`config.mk`:
```
export PLATFORM = sky130hd
export DESIGN_NAME = mem_port_arbiter
export DESIGN_NICKNAME = d
export VERILOG_FILES = /design/src/rtl/mem_port_arbiter.sv
export SDC_FILE = /design/constraint.sdc
export NUM_CORES = 1
export LEC_CHECK = 0
export ABC_AREA = 1
export ABC_CLOCK_PERIOD_IN_PS = 5500
export BUFFER_PORTS_ARGS = -buffer_cell sky130_fd_sc_hd__buf_2
export CAP_MARGIN = 5
export CORE_AREA = 2 2 125 127
export DETAILED_ROUTE_END_ITERATION = 16
export DIE_AREA = 0 0 127 129
export PLACE_DENSITY = 0.75
export REMOVE_ABC_BUFFERS = 1
export SLEW_MARGIN = 10
export SYNTH_ARGS = -nofsm -noshare
export SYNTH_HDL_FRONTEND = slang
export SYNTH_SLANG_ARGS = --single-unit
```
`constraint.sdc`:
```
create_clock -name clk -period 5.5 [get_ports clk]
set_input_delay 1.375 -clock clk [delete_from_list [all_inputs] [get_ports clk]]
set_output_delay 1.375 -clock clk [all_outputs]
set_load 0.02 [all_outputs]
```
`src/rtl/mem_port_arbiter.sv`:
```
// rtl/mem_port_arbiter.sv - one-outstanding sram-port arbiter between fetch and data requesters
// Data has fixed priority; fetch wins after STARVE_LIMIT consecutive data grants it lost.
module mem_port_arbiter #(
  parameter int STARVE_LIMIT = 4
) (
  input  logic        clk,
  input  logic        reset,
  input  logic        inst_req,
  input  logic        inst_wr,
  input  logic [1:0]  inst_size,
  input  logic [3:0]  inst_wstrb,
  input  logic [31:0] inst_addr,
  input  logic [31:0] inst_wdata,
  output logic        inst_addr_ok,
  output logic        inst_data_ok,
  output logic [31:0] inst_rdata,
  input  logic        inst_cancel,
  input  logic        data_req,
  input  logic        data_wr,
  input  logic [1:0]  data_size,
  input  logic [3:0]  data_wstrb,
  input  logic [31:0] data_addr,
  input  logic [31:0] data_wdata,
  output logic        data_addr_ok,
  output logic        data_data_ok,
  output logic [31:0] data_rdata,
  output logic        m_req,
  output logic        m_wr,
  output logic [1:0]  m_size,
  output logic [3:0]  m_wstrb,
  output logic [31:0] m_addr,
  output logic [31:0] m_wdata,
  input  logic        m_addr_ok,
  input  logic        m_data_ok,
  input  logic [31:0] m_rdata
);
  localparam int CW = $clog2(STARVE_LIMIT + 1);

  typedef enum logic [1:0] {IDLE, ISSUE, WAIT} state_t;

  state_t        state;
  logic          owner;
  logic          cancelled;
  logic [CW-1:0] starve_cnt;
  logic          starved;
  logic          grant_inst;
  logic          grant_data;
  logic          in_idle;
  logic          done;

  always_comb begin
    starved    = (starve_cnt == CW'(STARVE_LIMIT));
    grant_inst = inst_req && (!data_req || starved);
    grant_data = data_req && (!inst_req || !starved);
    in_idle    = (state == IDLE) && !reset;
    done       = (state == WAIT) && m_data_ok && !reset;
  end

  assign inst_addr_ok = in_idle && grant_inst;
  assign data_addr_ok = in_idle && grant_data;
  // A fetch flushed at any point after acceptance, including the completion cycle, is swallowed
  assign inst_data_ok = done && !owner && !cancelled && !inst_cancel;
  assign data_data_ok = done && owner;
  assign inst_rdata   = m_rdata;
  assign data_rdata   = m_rdata;
  assign m_req        = (state == ISSUE) && !reset;

  always_ff @(posedge clk or posedge reset) begin
    if (reset) begin
      state      <= IDLE;
      owner      <= 1'b0;
      cancelled  <= 1'b0;
      starve_cnt <= '0;
      m_wr       <= 1'b0;
      m_size     <= 2'd0;
      m_wstrb    <= 4'd0;
      m_addr     <= 32'd0;
      m_wdata    <= 32'd0;
    end else begin
      case (state)
        IDLE: begin
          if (grant_inst || grant_data) begin
            state     <= ISSUE;
            owner     <= grant_data;
            cancelled <= 1'b0;
            m_wr      <= grant_data ? data_wr    : inst_wr;
            m_size    <= grant_data ? data_size  : inst_size;
            m_wstrb   <= grant_data ? data_wstrb : inst_wstrb;
            m_addr    <= grant_data ? data_addr  : inst_addr;
            m_wdata   <= grant_data ? data_wdata : inst_wdata;
            if (grant_inst || !inst_req)
              starve_cnt <= '0;
            else if (!starved)
              starve_cnt <= starve_cnt + CW'(1);
          end
        end
        ISSUE: begin
          if (m_addr_ok) state <= WAIT;
          if (!owner && inst_cancel) cancelled <= 1'b1;
        end
        WAIT: begin
          if (m_data_ok) state <= IDLE;
          if (!owner && inst_cancel) cancelled <= 1'b1;
        end
        default: state <= IDLE;
      endcase
    end
  end
endmodule

```
; Word level (Yosys, flattened, before mapping)
; Cells that the tools add are included.
[word_totals]
input_bits = 181
reg_bits = 78
mem_bits_rw = 0
mem_count = 0
out_inout_bits = 140
word_cells = 63
romBits = 0
latchBits = 0
[classes]
n_eq_ne = 8
mul = 0
order_cmp = 0
n_mux = 14
add_sub_neg = 1
div = 0
n_bitwise = 0
n_shift = 0
reduce_logical = 31
[ops]
columns = op, n
row1 = 32-bit two-way mux, 2
row2 = 1-bit logical AND, 13
row3 = 3-bit AND reduction, 3
row4 = 2-bit two-way mux, 4
row5 = 1-bit logical NOT, 7
row6 = 3-bit two-way mux, 2
row7 = "2-bit by 1-bit inequality test with 1-bit output, second input constant", 3
row8 = 2-bit case mux with 3 select lines, 1
row9 = 1-bit logical OR, 4
row10 = 4-bit two-way mux, 1
row11 = "2-bit inequality test, second input constant", 2
row12 = "3-bit by 1-bit adder with 3-bit output, second input constant", 1
row13 = "3-bit equality test, second input constant", 1
row14 = 1-bit two-way mux, 3
row15 = "2-bit by 1-bit equality test with 1-bit output, second input constant", 1
row16 = "2-bit equality test, second input constant", 1
row17 = 2-bit logical NOT, 1
row18 = 1-bit case mux with 2 select lines, 1
row19 = 2-bit AND reduction, 1
row20 = 2-bit nonzero test, 1
row21 = 2-bit OR reduction, 1

; Longest topological paths before layout
; Gate-level depths: netlist of run 1.
[depth]
word_depth = 7
mapped_depth = 8
mapped_depth_nobuf = 7

; Least setup slack after synthesis of run 1
; No wires, ideal clock.
[synth_path]
kind = input -> output
from = in reset
to = out inst_data_ok
stages = 3
slack_ns = 0.155
t_arrival_ns = 3.970
path_buffers = 0
required_time_ns = 4.125
cell_sequence = inv_1 -> nand3_1 -> nor4_1
[synth_via]
elab_chain_len = 5
[synth_rtl]
columns = element, line_no
row1 = start: declaration, 7  ; input logic reset,
row2 = 1-bit logical NOT (no line), n/a
row3 = 1-bit logical AND, 56  ; done = (state == WAIT) && m_data_ok && !reset;
row4 = 1-bit logical AND (3 in a row), 62  ; assign inst_data_ok = done && !owner && !cancelled && !inst_cancel;
row5 = end: declaration, 15  ; output logic inst_data_ok,
; Every way passes these cells.

; Worst setup path after layout of run 1
[layout_path]
from = in data_req
to = out data_addr_ok
[layout_via]
elab_chain_len = 2
[layout_rtl]
columns = element, line_no
row1 = start: declaration, 18  ; input logic data_req,
row2 = 1-bit logical AND, 54  ; grant_data = data_req && (!inst_req || !starved);
row3 = 1-bit logical AND, 60  ; assign data_addr_ok = in_idle && grant_data;
row4 = end: declaration, 24  ; output logic data_addr_ok,
; Every way passes these cells.

==> impl_metrics.yaml, run 1 <==
timing:
  final.setup_skew_ns: 0.0114
  maxSlewViolCount: 0
  setup_viol: 0
  worst_slew_pin_slew_ns: 0.864
  grt_setup_unrepaired: "false"
  whs_ns: 0.471
  fmax_ghz: 0.254
  period_needed_ns: 3.94
  final-hold-violation-count: 0
  fin_crit_sh_pct: 71.6
  slew_headroom_pct: 42.4
  setup-tns-final_ns: 0
routing:
  dr.pass1.iters: 5
  routed.top_layer: "met5"
  dr.first_iter.drc_count: 280
  drcViolationCount: 0
  vias_per_cell: 4.74
  ant_nets: 0
  drt_wl_total_um: 16500
  wl_met1_um: 7180
  dr_wl_met3_um: 2300
  wire_per_inst_um: 15.4
  vias: 5059
  wl_met2_um: 6750
synth:
  synth-seq-cells: 78
  netlist.area_leader.share_pct: 38.4
  syn_area_um2: 5090
  synthFlopType: "dfrtp_1"
  async_flop_share_pct: 100
  synth_warnings: 0
  synth_cells: 741
  ys_seq_area_share_pct: 38.4
  synth_edf_count: 0
  yosysTopAreaCell: "dfrtp_1"
  syn_avg_cell_area_um2: 6.86
  synth_area_leaders: "dfrtp_1, nand3_1, nand2_1, inv_1, buf_4"
  ys_types: 19
clock_network:
  clkSinkCount: 78
  clock_latency_ns: 0.33
  cts_made_buffers: 9
  cts_tree: "done"
  post_cts_resize_count: 0
  cts_hold_buf: 0
  cts_post_setup_buffers_inserted: 0
  clk_pin_slew_ns: 0.05
  cts_max_path_buffers: 2
  root_buffer: "clkbuf_16"
  htreeDepth: 3
final_layout:
  seq_area_um2: 1950
  area_growth_pct: 20.8
  antenna_cells: 0
  multi_input_area_um2: 1880
  nNetsFinal: 1063
  final_common_cell: "buf_2"
  layout_common_cells: "buf_2, nand3_1, nand2_1"
  fillerInstances: 1541
  drive_gt1_share_pct: 28.6
floorplan:
  die-width_um: 127
  io_pins: 321
  dieArea_um2: 16400
  die_h_um: 129
  start_util_pct: 34.0
  core_area_um2: 15000
  row_count: 45
flow_run:
  drv_cap: 0
global_route:
  antenna_found_initial: 0
  grt_max_degree: 77
  grt_pass1_vias: 4927
  grt_pass1_wl_um: 25200
  globalRouteOverflowTotal: 0
  grt_usage_pct: 19.9
power:
  leakagePower_nw: 3.85
  power_density_nw_per_um2: 506
  p_total_mw: 3.11
  peakVddDrop_uv: 186
outcome:
  status: "finished, final reports clean"
place:
  dp_hpwl_um: 11800
  portBuffers: 224
  gp_congestion: 0.801
setup_path:
  r2r_cells: 8
  cp.arrival_ns: 2.56
  critPathCaptureType: "output pin"
  start_kind: "primary input"
  path_class: "in -> out"
  required_ns: 4.12
  path_max_fanout: 40
hold_path:
  hold_class: "reg -> reg"
  min_path_cells: 2
## through the flow
stage / cell area (um^2) / util (%) / instances / worst slack [ns]
global placement: 5830 / 38.9 / 1052 / 1.59
global route: 6140 / 41.0 / 1068 / 1.46
finish: 6140 / 41.0 / 1068 / 1.56
detailed placement: 5830 / 38.9 / 1052 / 1.58
CTS: 6140 / 41.0 / 1068 / 1.57
floorplan: 4400 / - / 632 / 0.155
## synthesized netlist by cell type, types with 2 or more instances
cell      number
dfrtp_1       78
inv_1        152
nor2_1         4
ha_1           7
nand2_1      160
buf_4         64
nand4_1        3
clkbuf_1      10
buf_1          2
o21ai_0        2
buf_2         33
nand3_1      219
## worst max-delay path: stages
cell	delay, ns
buf_2	0.62
nand2_2	0.12
nand2_1	0.13
and3_1	0.16
buf_2	0.16
## path summary, 6_finish.rpt
check	startpoint	endpoint	slack (ns)
min	m_wdata[4]	m_wdata[4]	0.47
max reg2reg	state[1]	m_wdata[24]	3.00
min in group asynchronous	reset	starve_cnt[2]	1.16
max	data_req	data_addr_ok	1.56
min reg2reg	m_wdata[4]	m_wdata[4]	0.47
max in group asynchronous	reset	m_wdata[3]	3.36
## report_power, final
group / total, mW / switching (mW) / internal (mW)
Sequential: 1.03 / 0.160 / 0.867
Combinational: 1.45 / 0.975 / 0.477
Clock: 0.630 / 0.221 / 0.409
Total: 3.11 / 1.36 / 1.75
## registers in the layout, indices dropped and copies added, names as in the netlist
| register | count |
|---|---|
| m_wdata | 32 |
| m_wstrb | 4 |
| m_addr | 32 |
| state | 2 |
| m_size | 2 |
| owner | 1 |
| cancelled | 1 |
| m_wr | 1 |
| starve_cnt | 3 |
## layer usage
layer	GRT usage (%)	up-vias
met2	29.1	287
met3	11.9	24
met4	5.69	2
li1	-	2476
met5	4.41	-
met1	24.4	2270
## final cells by class
| cell class | count | area share, % |
|---|---|---|
| Sequential cell | 78 | 31.8 |
| Timing Repair Buffer | 232 | 19.2 |
| Tap cell | 188 | 3.83 |
| Clock buffer | 12 | 4.01 |
| Multi-Input combinational cell | 401 | 30.7 |
| Clock inverter | 4 | 1.14 |
| Inverter | 153 | 9.37 |
## kinds of logic (layout without fill, tap and decap cells)
kind of cell | Yosys count | after routing | synth area share (%)
xor gates and xnor gates | 1 | 1 | 0.172
adders and majority gates | 7 | 7 | 1.72
DFF | 78 | 78 | 38.4
AOI/OAI and AO/OA | 3 | 3 | 0.369
and+or+nand+nor | 390 | 390 | 34.5
buffers and inverters | 262 | 401 | 24.9
No activity file was read; power rests on OpenSTA's default activity.
==> run 2: changes to the inputs <==
- ABC_CLOCK_PERIOD_IN_PS: 5500 -> 3800
- clock period: 5.5 -> 3.8 ns (I/O delays scaled with it)
==> run 2 against run 1 <==
Clock skew down 0.0036 ns. Cell area increased by 0.49%. Sequential cell count unchanged. Utilization increased by 0.20 points. Critical path type unchanged. Power rose by 46%. Sequential share of layout area shrank 0.15 points. First-iteration DRC count is 3.6% higher. Register-to-register slack lost 1.4 ns. Setup slack got worse by 0.57 ns.
==> impl_metrics.yaml, run 2 (synthesized netlist as in run 1, its figures left out) <==
timing:
  fin_crit_sh_pct: 73.9
  maxSlewViolCount: 0
  final.setup_skew_ns: 0.00778
  setup-tns-final_ns: 0
  worst_slew_pin_slew_ns: 0.818
  period_needed_ns: 2.81
  fmax_ghz: 0.356
  setup_viol: 0
  setup_ws_ns: 0.994
  grt_setup_unrepaired: "false"
  final-hold-violation-count: 0
  slew_headroom_pct: 45.4
clock_network:
  cts_hold_buf: 0
  htreeDepth: 3
  clk_pin_slew_ns: 0.06
  clkSinkCount: 78
  cts_tree: "done"
  cts_max_path_buffers: 2
  post_cts_resize_count: 0
  clock_latency_ns: 0.33
  cts_post_setup_buffers_inserted: 0
  cts_made_buffers: 9
  root_buffer: "clkbuf_16"
final_layout:
  final_common_cell: "buf_2"
  nNetsFinal: 1065
  area_growth_pct: 21.4
  utilization_pct: 41.2
  antenna_cells: 0
  layout_common_cells: "buf_2, nand3_1, nand2_1"
  drive_gt1_share_pct: 28.7
  reg_top3: "m_addr (32), m_wdata (32), m_wstrb (4)"
  fin_cells: 1070
global_route:
  grt_pass1_vias: 4643
  use_met1_pct: 24.8
  busiest_layer: "met2"
  gr-usage-met2_pct: 26.6
  globalRouteOverflowTotal: 0
  antenna_found_initial: 0
  grt_pass1_wl_um: 24400
  grt_usage_pct: 19.2
  grt_max_degree: 77
  grt.met3_usage_pct: 10.8
setup_path:
  slowest_delay_ns: 0.34
  critPathBufInv: 4
  path_class: "in -> out"
  crit_top_cell: "buf_2"
  critPathCaptureType: "output pin"
  timing.reg2reg.setup_slack_ns: 1.57
  startpoint: "reset"
  r2r_cells: 7
  path_cells: "buf_2 > clkinv_2 > buf_4 > and3_1 > buf_2"
  path_max_fanout: 32
  cp-endpoint: "data_addr_ok"
  cp.arrival_ns: 1.86
  cpLargestDelayFamily: "buffers and inverters"
  path_depth: 5
  r2r_start: "starve_cnt[0]"
  crit_slowest_cell: "buf_4"
  rr_endpoint: "m_addr[5]"
  required_ns: 2.85
  start_kind: "primary input"
place:
  place_inst: 1054
  gp_congestion: 0.788
  dp_hpwl_um: 11900
  portBuffers: 224
  pre_cts_ws_ns: 0.956
power:
  p_total_mw: 4.54
  power_density_nw_per_um2: 735
  leakagePower_nw: 3.86
  peakVddDrop_uv: 310
routing:
  vias: 5028
  ant_nets: 0
  dr.first_iter.drc_count: 290
  drt_wl_total_um: 15800
  wire_per_inst_um: 14.8
  drcViolationCount: 0
  dr.pass1.iters: 7
  vias_per_cell: 4.70
floorplan:
  io_pins: 321
  row_count: 45
  core_area_um2: 15000
  die_h_um: 129
  die-width_um: 127
  start_util_pct: 34.0
  dieArea_um2: 16400
outcome:
  status: "finished, final reports clean"
flow_run:
  drv_cap: 0
hold_path:
  min_path_cells: 2
  hold_class: "reg -> reg"
[run 2: cell count changes in the layout (fill, tap and decap cells not counted)]
cell | previous run | this run
clkinv_2 | 3 | 2
clkbuf_1 | 2 | 3
clkbuf_8 | 1 | 0
buf_4 | 8 | 10
bufinv_16 | 2 | 3
[run 2: how the worst min path moves through the flow]
stage | startpoint | to | slack [ns]
floorplan | state[1] | state[1] | 0.47
global placement | m_wdata[13] | m_wdata[13] | 0.46
detailed placement | m_wdata[8] | m_wdata[8] | 0.46
CTS | m_wdata[8] | m_wdata[8] | 0.48
global route | m_addr[10] | m_addr[10] | 0.50
finish | m_addr[10] | m_addr[10] | 0.47
[run 2: report_power, final]
group          internal, mW  leakage [nW]  total, mW  switching (mW)
Clock                 0.641         0.161      0.953           0.312
Combinational         0.695          2.76       2.10            1.40
Sequential             1.26         0.941       1.49           0.235
Total                  2.59          3.86       4.54            1.95
[run 2: metrics by stage]
stage	area, um^2	hold slack [ns]
finish	6170	0.472
detailed placement	5840	0.460
global route	6170	0.497
global placement	5840	0.458
floorplan	4400	0.467
CTS	6170	0.476
[run 2: layout make-up]
type                    count  area (um^2)
fillers                  1560         8800
flip-flops and latches     78         1950
multi-input cells         401         1880
repair buffers            234         1200
inverters                 153          576
clock buffers              12          236
well taps                 188          235
clock inverters             4         95.1
[run 2: worst register-to-register path: cells and delay by family, from the launching register on]
family                     cells  cell delay, ns
DFF                            1            0.40
and+or+nand+nor                4            0.95
adders and majority gates      1            0.19
buffers and inverters          2            0.62
[run 2: routing by layer]
metal	part of all wire, %	vias up
met4	1.4	2
met5	0.44	-
li1	-	2489
met2	41	261
met3	13	21
met1	44	2255
==> run 3: changes to the inputs <==
- ABC_CLOCK_PERIOD_IN_PS: 3800 -> 2900
- clock period: 3.8 -> 2.9 ns (I/O delays scaled with it)
==> run 3 against run 2 <==
Sequential share of layout area about the same. Register-to-register slack worse by 0.67 ns. Sequential cell count unchanged. Count of clock-buffer cells in the layout down 1. Clock power up 27%. Setup slack worse by 0.43 ns. Non-clock buffer count up 2. Global-route usage up 0.66 points. First-iteration DRC count down 6.6%. Critical endpoint is now inst_addr_ok. Largest power group unchanged.
==> impl_metrics.yaml, run 3 (synthesized netlist as in run 1, its figures left out) <==
clock_network:
  cts_tree: "done"
  post_cts_resize_count: 0
  clk_pin_slew_ns: 0.06
  cts_made_buffers: 9
  htreeDepth: 3
  cts_post_setup_buffers_inserted: 0
  cts_hold_buf: 0
  root_buffer: "clkbuf_16"
  clkSinkCount: 78
  clock_latency_ns: 0.33
  cts_max_path_buffers: 2
global_route:
  antenna_found_initial: 0
  grt_max_degree: 73
  grt_usage_pct: 19.9
  grt_pass1_vias: 4788
  grt_pass1_wl_um: 25400
  globalRouteOverflowTotal: 0
final_layout:
  utilization_pct: 41.3
  final_common_cell: "buf_2"
  nNetsFinal: 1067
  layout_common_cells: "buf_2, nand3_1, nand2_1"
  reg_top3: "m_addr (32), m_wdata (32), m_wstrb (4)"
  area_growth_pct: 21.5
  antenna_cells: 0
  fin_cells: 1071
  drive_gt1_share_pct: 29.1
power:
  p_comb_share_pct: 46.8
  peakVddDrop_uv: 385
  swShare_pct: 43.5
  p_total_mw: 5.94
  p_int_mw: 3.36
  power_frac_seq_pct: 32.8
  leakagePower_nw: 3.87
  p_sw_mw: 2.59
  power_density_nw_per_um2: 962
  clkPwrFrac_pct: 20.4
floorplan:
  io_pins: 321
  dieArea_um2: 16400
  row_count: 45
  core_area_um2: 15000
  die-width_um: 127
  die_h_um: 129
  start_util_pct: 34.0
routing:
  drcViolationCount: 0
  drt_wl_total_um: 16400
  vias_per_cell: 4.81
  vias: 5154
  wire_per_inst_um: 15.3
  ant_nets: 0
  dr.first_iter.drc_count: 271
  dr.pass1.iters: 5
timing:
  fmax_ghz: 0.429
  setup_viol: 0
  maxSlewViolCount: 0
  final.setup_skew_ns: 0.0123
  slew_headroom_pct: 46.4
  final-hold-violation-count: 0
  period_needed_ns: 2.33
  setup_ws_ns: 0.568
  fin_crit_sh_pct: 80.4
  grt_setup_unrepaired: "false"
  worst_slew_pin_slew_ns: 0.804
place:
  pre_cts_ws_ns: 0.745
  place_inst: 1056
  portBuffers: 224
  gp_congestion: 0.801
  dp_hpwl_um: 12300
setup_path:
  crit_slowest_cell: "dfrtp_1"
  slowest_delay_ns: 0.42
  path_max_fanout: 4
  cp.arrival_ns: 1.61
  critPathCaptureType: "output pin"
  path_cells: "inv_1 > ha_1 > o21ai_4 > nor3_1 > buf_2"
  required_ns: 2.17
  path_class: "reg -> out"
  start_kind: "register"
outcome:
  status: "finished, final reports clean"
flow_run:
  drv_cap: 0
hold_path:
  hold_class: "reg -> reg"
run 3: worst max-delay path: cells and delay by family (launching register included):
kind | cells | cell delay (ns)
AO/OA/AOI/OAI | 1 | 0.09
buffers and inverters | 2 | 0.32
adder cells (fa/ha/maj) | 1 | 0.28
AND/OR/NAND/NOR | 1 | 0.17
flip-flops | 1 | 0.42
run 3: path summary, 6_finish.rpt:
path,slack (ns),from,cells after the start,endpoint
min,0.47,m_addr[4],2,m_addr[4]
max in group asynchronous,1.97,reset,3,m_wdata[4]
max,0.57,state[0],5,inst_addr_ok
min reg2reg,0.47,m_addr[4],2,m_addr[4]
max reg2reg,0.90,state[0],7,m_wdata[26]
min in group asynchronous,0.56,reset,3,starve_cnt[1]
run 3: cell type report:
cell class | count | area (um^2)
well taps | 188 | 235
repair buffers | 236 | 1210
clock buffers | 11 | 253
flip-flops and latches | 78 | 1950
inverters | 153 | 576
fillers | 1584 | 8800
multi-input cells | 401 | 1880
clock inverters | 4 | 70.1
run 3: per-stage QoR:
| step | area, um^2 | setup TNS (ns) | hold slack, ns |
|---|---|---|---|
| floorplan | 4400 | -46.40 | 0.467 |
| global placement | 5860 | 0 | 0.459 |
| detailed placement | 5860 | 0 | 0.460 |
| CTS | 6180 | 0 | 0.478 |
| global route | 6180 | 0 | 0.498 |
| finish | 6180 | 0 | 0.471 |
run 3: per-layer routing:
layer | global-route usage [%] | share of wire [%]
met1 | 25.0 | 42
met2 | 29.3 | 43
met3 | 11.1 | 13
met4 | 4.98 | 0.94
met5 | 4.12 | 0.42
run 3: power by group through the flow:
stage	sequential, mW	clock [mW]	combinational [mW]
6_report	1.95	1.21	2.78
5_1_grt	2.02	1.31	3.08
4_1_cts	1.95	1.25	2.82
3_5_place_dp	1.95	0	2.82
3_3_place_gp	1.95	0	2.75
2_1_floorplan	2.56	0	1.11
